[src/rtl/uart_tx_scheduler_if.sv]
// Requester-side bus of the UART transmit scheduler.
// The master side is the group of byte producers. The slave side is the scheduler.
interface uart_tx_scheduler_if #(
  parameter int NUM_REQ = 4,
  parameter int DATA_W  = 8
);
  logic [NUM_REQ-1:0]        req;
  logic [NUM_REQ*DATA_W-1:0] req_data;
  logic [NUM_REQ-1:0]        ack;
  logic [2:0]                grant_id;
  logic                      busy;
  logic                      tx;

  modport master (
    output req, req_data,
    input  ack, grant_id, busy, tx
  );

  modport slave (
    input  req, req_data,
    output ack, grant_id, busy, tx
  );
endinterface

[src/rtl/uart_tx_scheduler.sv]
// Round-robin scheduler that shares one 8N1 UART transmit line among NUM_REQ
// byte producers. Each frame restarts the baud counter at the accept edge.
// Optional feature: define UART_TX_SCHED_PARITY_EN to insert an even-parity
// bit between the last data bit and the stop bit. This makes the frame 11 bit times long.
module uart_tx_scheduler #(
  parameter int NUM_REQ      = 4,
  parameter int CLKS_PER_BIT = 2604,
  parameter int DATA_W       = 8
) (
  input logic                clock,
  input logic                reset,
  uart_tx_scheduler_if.slave bus
);

  localparam int              CW       = (CLKS_PER_BIT > 1) ? $clog2(CLKS_PER_BIT) : 1;
  localparam logic [CW-1:0]   CNT_LAST = CW'(CLKS_PER_BIT - 1);
  localparam logic [2:0]      PTR_RST  = 3'(NUM_REQ - 1);
  localparam logic [2:0]      BIT_LAST = 3'(DATA_W - 1);

`ifdef UART_TX_SCHED_PARITY_EN
  typedef enum logic [2:0] {IDLE, START, DATA, PARITY, STOP} state_t;
`else
  typedef enum logic [2:0] {IDLE, START, DATA, STOP} state_t;
`endif

  state_t              state_q, state_d;
  logic [CW-1:0]       cnt_q, cnt_d;
  logic [2:0]          bit_q, bit_d;
  logic [2:0]          rr_q, rr_d;
  logic [NUM_REQ-1:0]  ack_q, ack_d;
  logic [2:0]          gid_q, gid_d;
  logic                busy_q, busy_d;
  logic                tx_q, tx_d;
  logic [DATA_W-1:0]   sh_q;
`ifdef UART_TX_SCHED_PARITY_EN
  logic                par_q;
`endif

  logic                load;
  logic                shift;
  logic                any_req;
  logic [2:0]          win;
  logic [3:0]          cand;
  logic                bit_end;

  assign bit_end      = (cnt_q == CNT_LAST);
  assign bus.ack      = ack_q;
  assign bus.grant_id = gid_q;
  assign bus.busy     = busy_q;
  assign bus.tx       = tx_q;

  // Round-robin search that starts just after the last winner and wraps modulo NUM_REQ.
  always_comb begin
    any_req = 1'b0;
    win     = '0;
    cand    = '0;
    for (int k = 1; k <= NUM_REQ; k++) begin
      cand = {1'b0, rr_q} + 4'(k);
      if (cand >= 4'(NUM_REQ)) cand = cand - 4'(NUM_REQ);
      if (!any_req && ((bus.req >> cand) & NUM_REQ'(1)) != '0) begin
        any_req = 1'b1;
        win     = cand[2:0];
      end
    end
  end

  // Frame sequencer: next state, baud/bit counters and the registered line/handshake values.
  always_comb begin
    state_d = state_q;
    cnt_d   = cnt_q;
    bit_d   = bit_q;
    rr_d    = rr_q;
    ack_d   = '0;
    gid_d   = gid_q;
    busy_d  = busy_q;
    tx_d    = tx_q;
    load    = 1'b0;
    shift   = 1'b0;
    case (state_q)
      IDLE: begin
        if (any_req) begin
          load    = 1'b1;
          ack_d   = NUM_REQ'(1) << win;
          gid_d   = win;
          rr_d    = win;
          busy_d  = 1'b1;
          tx_d    = 1'b0;
          cnt_d   = '0;
          bit_d   = '0;
          state_d = START;
        end
      end
      START: begin
        if (bit_end) begin
          cnt_d   = '0;
          tx_d    = sh_q[0];
          state_d = DATA;
        end else begin
          cnt_d = cnt_q + CW'(1);
        end
      end
      DATA: begin
        if (bit_end) begin
          cnt_d = '0;
          if (bit_q == BIT_LAST) begin
`ifdef UART_TX_SCHED_PARITY_EN
            tx_d    = par_q;
            state_d = PARITY;
`else
            tx_d    = 1'b1;
            state_d = STOP;
`endif
          end else begin
            bit_d = bit_q + 3'd1;
            shift = 1'b1;
            tx_d  = sh_q[1];
          end
        end else begin
          cnt_d = cnt_q + CW'(1);
        end
      end
`ifdef UART_TX_SCHED_PARITY_EN
      PARITY: begin
        if (bit_end) begin
          cnt_d   = '0;
          tx_d    = 1'b1;
          state_d = STOP;
        end else begin
          cnt_d = cnt_q + CW'(1);
        end
      end
`endif
      STOP: begin
        if (bit_end) begin
          cnt_d   = '0;
          busy_d  = 1'b0;
          tx_d    = 1'b1;
          state_d = IDLE;
        end else begin
          cnt_d = cnt_q + CW'(1);
        end
      end
      default: begin
        state_d = IDLE;
        busy_d  = 1'b0;
        tx_d    = 1'b1;
      end
    endcase
  end

  // Control registers. Reset aborts any frame in flight and returns the line to idle-high.
  always_ff @(posedge clock) begin
    if (reset) begin
      state_q <= IDLE;
      cnt_q   <= '0;
      bit_q   <= '0;
      rr_q    <= PTR_RST;
      ack_q   <= '0;
      gid_q   <= '0;
      busy_q  <= 1'b0;
      tx_q    <= 1'b1;
    end else begin
      state_q <= state_d;
      cnt_q   <= cnt_d;
      bit_q   <= bit_d;
      rr_q    <= rr_d;
      ack_q   <= ack_d;
      gid_q   <= gid_d;
      busy_q  <= busy_d;
      tx_q    <= tx_d;
    end
  end

  // Shift register for the character. It is loaded only at accept, so later req_data changes cannot corrupt it.
  always_ff @(posedge clock) begin
    if (load) begin
      sh_q  <= DATA_W'(bus.req_data >> (DATA_W * int'(win)));
`ifdef UART_TX_SCHED_PARITY_EN
      par_q <= ^(DATA_W'(bus.req_data >> (DATA_W * int'(win))));
`endif
    end else if (shift) begin
      sh_q <= sh_q >> 1;
    end
  end

endmodule
[src/flat_wrapper.sv]
// flat-port wrapper written by rule: the top's interface ports become plain ports
module uart_tx_scheduler_flat 
#(
  parameter int NUM_REQ      = 4,
  parameter int CLKS_PER_BIT = 2604,
  parameter int DATA_W       = 8
)
  (clock, reset, bus_req, bus_req_data, bus_ack, bus_grant_id, bus_busy, bus_tx);
  uart_tx_scheduler_if #(.NUM_REQ(NUM_REQ), .DATA_W(DATA_W)) bus_i ();
  input logic clock;
  input logic reset;
  input wire logic [$bits(bus_i.req)-1:0] bus_req;
  input wire logic [$bits(bus_i.req_data)-1:0] bus_req_data;
  output wire logic [$bits(bus_i.ack)-1:0] bus_ack;
  output wire logic [$bits(bus_i.grant_id)-1:0] bus_grant_id;
  output wire logic [$bits(bus_i.busy)-1:0] bus_busy;
  output wire logic [$bits(bus_i.tx)-1:0] bus_tx;
  assign bus_i.req = bus_req;
  assign bus_i.req_data = bus_req_data;
  assign bus_ack = bus_i.ack;
  assign bus_grant_id = bus_i.grant_id;
  assign bus_busy = bus_i.busy;
  assign bus_tx = bus_i.tx;
  uart_tx_scheduler #(.NUM_REQ(NUM_REQ), .CLKS_PER_BIT(CLKS_PER_BIT), .DATA_W(DATA_W)) u_core (.clock(clock), .reset(reset), .bus(bus_i));
endmodule
[config.mk]
export PLATFORM = sky130hd
export DESIGN_NAME = uart_tx_scheduler_flat
export DESIGN_NICKNAME = d
export VERILOG_FILES = /design/src/rtl/uart_tx_scheduler_if.sv /design/src/rtl/uart_tx_scheduler.sv /design/src/flat_wrapper.sv
export SDC_FILE = /design/constraint.sdc
export NUM_CORES = 1
export LEC_CHECK = 0
export CORE_UTILIZATION = 32
export CTS_BUF_LIST = sky130_fd_sc_hd__clkbuf_16
export CTS_CLUSTER_DIAMETER = 40
export DETAILED_ROUTE_END_ITERATION = 10
export PLACE_DENSITY = 0.5
export SLEW_MARGIN = 40
export SYNTH_ARGS = -nofsm -noshare
export SYNTH_HDL_FRONTEND = slang
export SYNTH_SLANG_ARGS = --single-unit
[constraint.sdc]
create_clock -name clock -period 4 [get_ports clock]
set_input_delay 0.4 -clock clock [delete_from_list [all_inputs] [get_ports clock]]
set_output_delay 0.4 -clock clock [all_outputs]
set_load 0.02 [all_outputs]
* After elaboration in Yosys (flattened, before gate mapping) *
Cells that the tools add are included.

word-level totals
  register bits = 38
  input bits = 38

operators by class
  magnitude comparators = 4
  muxes and demuxes = 41
  reduce and logical (&&, ||, !) cells = 19
  bitwise operators = 3
  shift-type cells = 6
  equal/unequal tests = 11
  add/subtract/negate cells = 10

operators by type and width
  operator                                                           number
  two-way mux 3 bit                                                  12
  right shift 32 x 6 -> 8 bit                                        1
  two-way mux 12 bit                                                 2
  case mux 12 bit (2 select lines)                                   1
  greater-or-equal comparator 4 x 3 -> 1 bit, second input constant  4
  two-way mux 1 bit                                                  16
  two-way mux 4 bit                                                  4
  two-way mux 8 bit                                                  2
  right shift 4 x 4 -> 1 bit                                         4
  subtractor 4 x 3 -> 4 bit, second input constant                   4
  adder 12 x 1 -> 12 bit, second input constant                      1
  equality test 12 bit, second input constant                        1
  case mux 3 bit (4 select lines)                                    1
  != test 2 x 1 -> 1 bit, second input constant                      5
  adder 3 x 2 -> 4 bit, second input constant                        2
  AND reduction 4 bit                                                2
  equality test 3 x 2 -> 1 bit, second input constant                2
  case mux 3 bit (2 select lines)                                    1
  nonzero test 2 bit                                                 3
  OR reduction 3 bit                                                 2
  AND reduction 5 bit                                                1
  adder 3 x 1 -> 4 bit, second input constant                        1
  adder 3 x 3 -> 4 bit, second input constant                        1
  case mux 1 bit (4 select lines)                                    1
  13 further kinds                                                   20

* Depth between registers and ports, before layout *
  word-level depth = 17
  gate-level depth with buffers = 16
  gate-level depth less buffers = 9

* Worst setup path before layout *
Ideal clock, no wire load.

  path kind = register to register
  start point = register u_core.rr_q[0]
  end point = register u_core.sh_q[0] (data pin)
  cell stages (with the launch flop) = 15
  path buffers = 6
  path slack = 0.724 ns
  arrival time = 3.016 ns
  library setup time = 0.260 ns
  path through = dfxtp_1 > buf_4 > buf_4 > inv_1 > clkbuf_1 > ha_1 > buf_2 > a211oi_1 > or2_1 > buf_2 > buf_4 > nor2_2 > a221o_1 > a221oi_2 > nor2_1

on the way
  cells in the longest elaborated chain, start to end = 17

ends and longest elaborated chain
  element                                                                        RTL line                  text
  from (decl)                                                                    uart_tx_scheduler.sv:29   logic [2:0] rr_q, rr_d;
  from (signal assigned)                                                         uart_tx_scheduler.sv:166  rr_q <= rr_d;
  parallel branches: the longest is 16 deep, another holds adder 3 x 1 -> 4 bit  n/a
  two-way mux 8 bit *                                                            uart_tx_scheduler.sv:176  if (load) begin
  to (signal assigned)                                                           uart_tx_scheduler.sv:177  sh_q <= DATA_W'(bus.req_data >> (DATA_W * int'(win)));
  to (signal assigned)                                                           uart_tx_scheduler.sv:182  sh_q <= sh_q >> 1;
  to (decl)                                                                      uart_tx_scheduler.sv:34   logic [DATA_W-1:0] sh_q;

Every way passes the cells marked *.
A chain may end at the register's enable or synchronous reset.

* Worst setup path in the final report *
  start point = register u_core.rr_q[1]
  end point = register u_core.sh_q[3] (data pin)

The elaborated chain is that of the path after synthesis.

==> results.json <==
{
  "status": "complete, no violations",
  "max_cap_violations": 0,
  "wl_per_cell_microns": 16.4,
  "htree_levels": 2,
  "grt_use_total_pct": 17.4,
  "finalCritPeriodShare_pct": 87.5,
  "relSlewSlack_pct": 48.5,
  "dp_slack_ps": 539,
  "hp-class": "reg2reg",
  "clk_pin_slew_ps": 60,
  "tightest_slew_ps": 768,
  "cts_root_buffer": "clkbuf_16",
  "max_freq_mhz": 286,
  "vias_per_cell": 5.47,
  "cts_tree": "done",
  "vias": 2434,
  "num_antenna_cells": 0,
  "synth_edf_count": 8,
  "synthTopCellsByArea": "dfxtp_1 (21%), edfxtp_1 (9.1%), ha_1 (4.7%)",
  "postSynthCellCount": 304,
  "min_period_ps": 3500,
  "m1WireLength_mm": 3.60,
  "synth.distinct_cells": 60,
  "wl_met2_mm": 3.36,
  "syn_area_sq_mm": 0.00264,
  "io_pins": 47,
  "num-nets-final": 390,
  "yosysSeqAreaShare_pct": 30.3,
  "setup_viol": 0,
  "irDropWorstVdd_uv": 301,
  "setup_ws_ps": 500,
  "end_kind": "flop",
  "grt_pass1_vias": 2311,
  "drive_gt1_share_pct": 12.2,
  "hold_violations": 0,
  "async_flop_share_pct": 0,
  "drv_slew": 0,
  "rsz0062_at_grt": "false",
  "tns_ps": 0,
  "syn_area_per_cell_sq_um": 8.68,
  "cts_hold_buf": 0,
  "detail-route-antenna-nets": 0,
  "grt_overflow": 0,
  "fp.dieW_microns": 92.8,
  "clk_latency_ps": 280,
  "ys_ff_latch": 36,
  "synth_top_area_share_pct": 21.2,
  "initial_core_util_pct": 33.6,
  "yosys.area.top_type": "dfxtp_1",
  "routabilityCongestion": 0.821,
  "cts_resized": 0,
  "ys_warn_count": 0,
  "dr.pass1.iters": 4,
  "fp.dieH_microns": 92.8,
  "io_buffers": 46,
  "leakage_nw": 1.21,
  "dieArea_sq_mm": 0.00862,
  "total_power_mw": 2.66,
  "antenna_found_initial": 0,
  "arrival_ps": 3530,
  "synthesis.nets": 352,
  "syn_to_final_growth_pct": 26.1,
  "grt_max_degree": 39,
  "worstPathRequired_ps": 4030,
  "numClockSinks": 36,
  "synth_ff_type": "dfxtp_1",
  "cts_buffers": 5,
  "path_max_fanout": 12,
  "path_class": "reg2reg",
  "grt_pass1_wl_mm": 11.7,
  "postCtsSetupBuffers": 0,
  "p_per_area_mw_per_mm2": 799,
  "wl_met3_microns": 264,
  "fin_util_pct": 42.4,
  "skew_ps": 6.26,
  "routed_wl_mm": 7.30,
  "core_sq_mm": 0.00785,
  "clock_path_buffers": 2,
  "drc": 0,
  "hpwl_mm": 5.36,
  "top_layer": "met4",
  "crit_path_start_kind": "flop",
  "rows": 32,
  "dr.first_iter.drc_count": 144
}
-- power by group --
group | leakage, nW | switching [mW] | internal (mW)
logic | 0.822 | 0.995 | 0.648
registers | 0.307 | 0.0576 | 0.518
clock network | 0.0841 | 0.150 | 0.293
-- layer usage --
layer,vias to the layer above,track usage (%)
li1,1226,-
met1,1160,23.9
met2,42,27.4
met3,6,3.28
met4,0,5.38
met5,-,0
-- worst paths after layout --
path,endpoint,start,cells after the start,slack (ps)
max reg2reg,u_core.sh_q[3],u_core.rr_q[1],9,500
max,u_core.sh_q[3],u_core.rr_q[1],9,500
min,u_core.bit_q[2],u_core.bit_q[2],2,460
min reg2reg,u_core.bit_q[2],u_core.bit_q[2],2,460
-- layout make-up --
type,instances,area (sq um)
multi-input combinational,232,1670
tap,102,128
clock inverter,3,41.3
fill,827,4520
inverter,15,56.3
clock buffer,5,125
sequential,36,801
timing repair buffer,52,505
-- metrics by stage --
step / cell area (sq um) / instances / hold slack (ps)
floorplan: 2640 / 304 / 436
global placement: 3160 / 437 / 446
global route: 3330 / 445 / 479
finish: 3330 / 445 / 456
detailed placement: 3160 / 437 / 453
CTS: 3330 / 445 / 461
-- critical path, cell delays in order (launching register included) --
cell and delay, ps:
dfxtp_1 490, inv_1 150, ha_1 460, nor3_1 330, a211oi_1 140, nor2_1 590, a2bb2oi_1 270, or2_1 480
a221oi_2 260, nor2_1 80
-- flip-flops by register name, indices dropped and copies added, names as in the netlist --
signal,count
u_core.cnt_q,12
u_core.sh_q,8
u_core.bus.ack,4
u_core.bit_q,3
u_core.bus.grant_id,3
u_core.rr_q,2
u_core.state_q,2
u_core.bus.busy,1
u_core.bus.tx,1
-- cells by family after synthesis --
group	after synthesis	synth area share (%)
AND/OR/NAND/NOR	104	19.6
AO/OA/AOI/OAI	94	29.4
buffers and inverters	36	6.30
flip-flops	36	30.3
multiplexers	14	6.35
XOR/XNOR	10	3.32
adder cells (fa/ha/maj)	10	4.74
-- placed cells by master (no fill, tap or decap), types with 10 or more instances in the layout --
| cell type | instances |
|---|---|
| ha_1 | 10 |
| inv_1 | 15 |
| dfxtp_1 | 28 |
| clkdlybuf4s50_1 | 46 |
| a211oi_1 | 11 |
| a221o_1 | 12 |
| nand3_1 | 15 |
| nor2_1 | 27 |
| a21oi_1 | 21 |
| nand2_1 | 22 |
-- cells in the mapped netlist (3+ instances only) --
| library cell | count |
|---|---|
| dfxtp_1 | 28 |
| nor2_1 | 27 |
| nand2_1 | 22 |
| a21oi_1 | 21 |
| inv_1 | 15 |
| nand3_1 | 15 |
| a221o_1 | 12 |
| a211oi_1 | 11 |
| ha_1 | 10 |
| mux2_2 | 9 |
| clkbuf_1 | 8 |
| edfxtp_1 | 8 |
| buf_2 | 7 |
| nor3_1 | 7 |
| a221oi_2 | 6 |
| a22o_1 | 6 |
| o32ai_1 | 6 |
| nand2b_1 | 5 |
| nand4_1 | 5 |
| xnor2_1 | 5 |
| xor2_1 | 5 |
| buf_4 | 4 |
| nor3b_1 | 4 |
| nor4_1 | 4 |
| o21ai_0 | 4 |
| a21o_1 | 3 |
| mux2i_1 | 3 |
| or3_1 | 3 |
No activity file was read; power rests on OpenSTA's default activity.
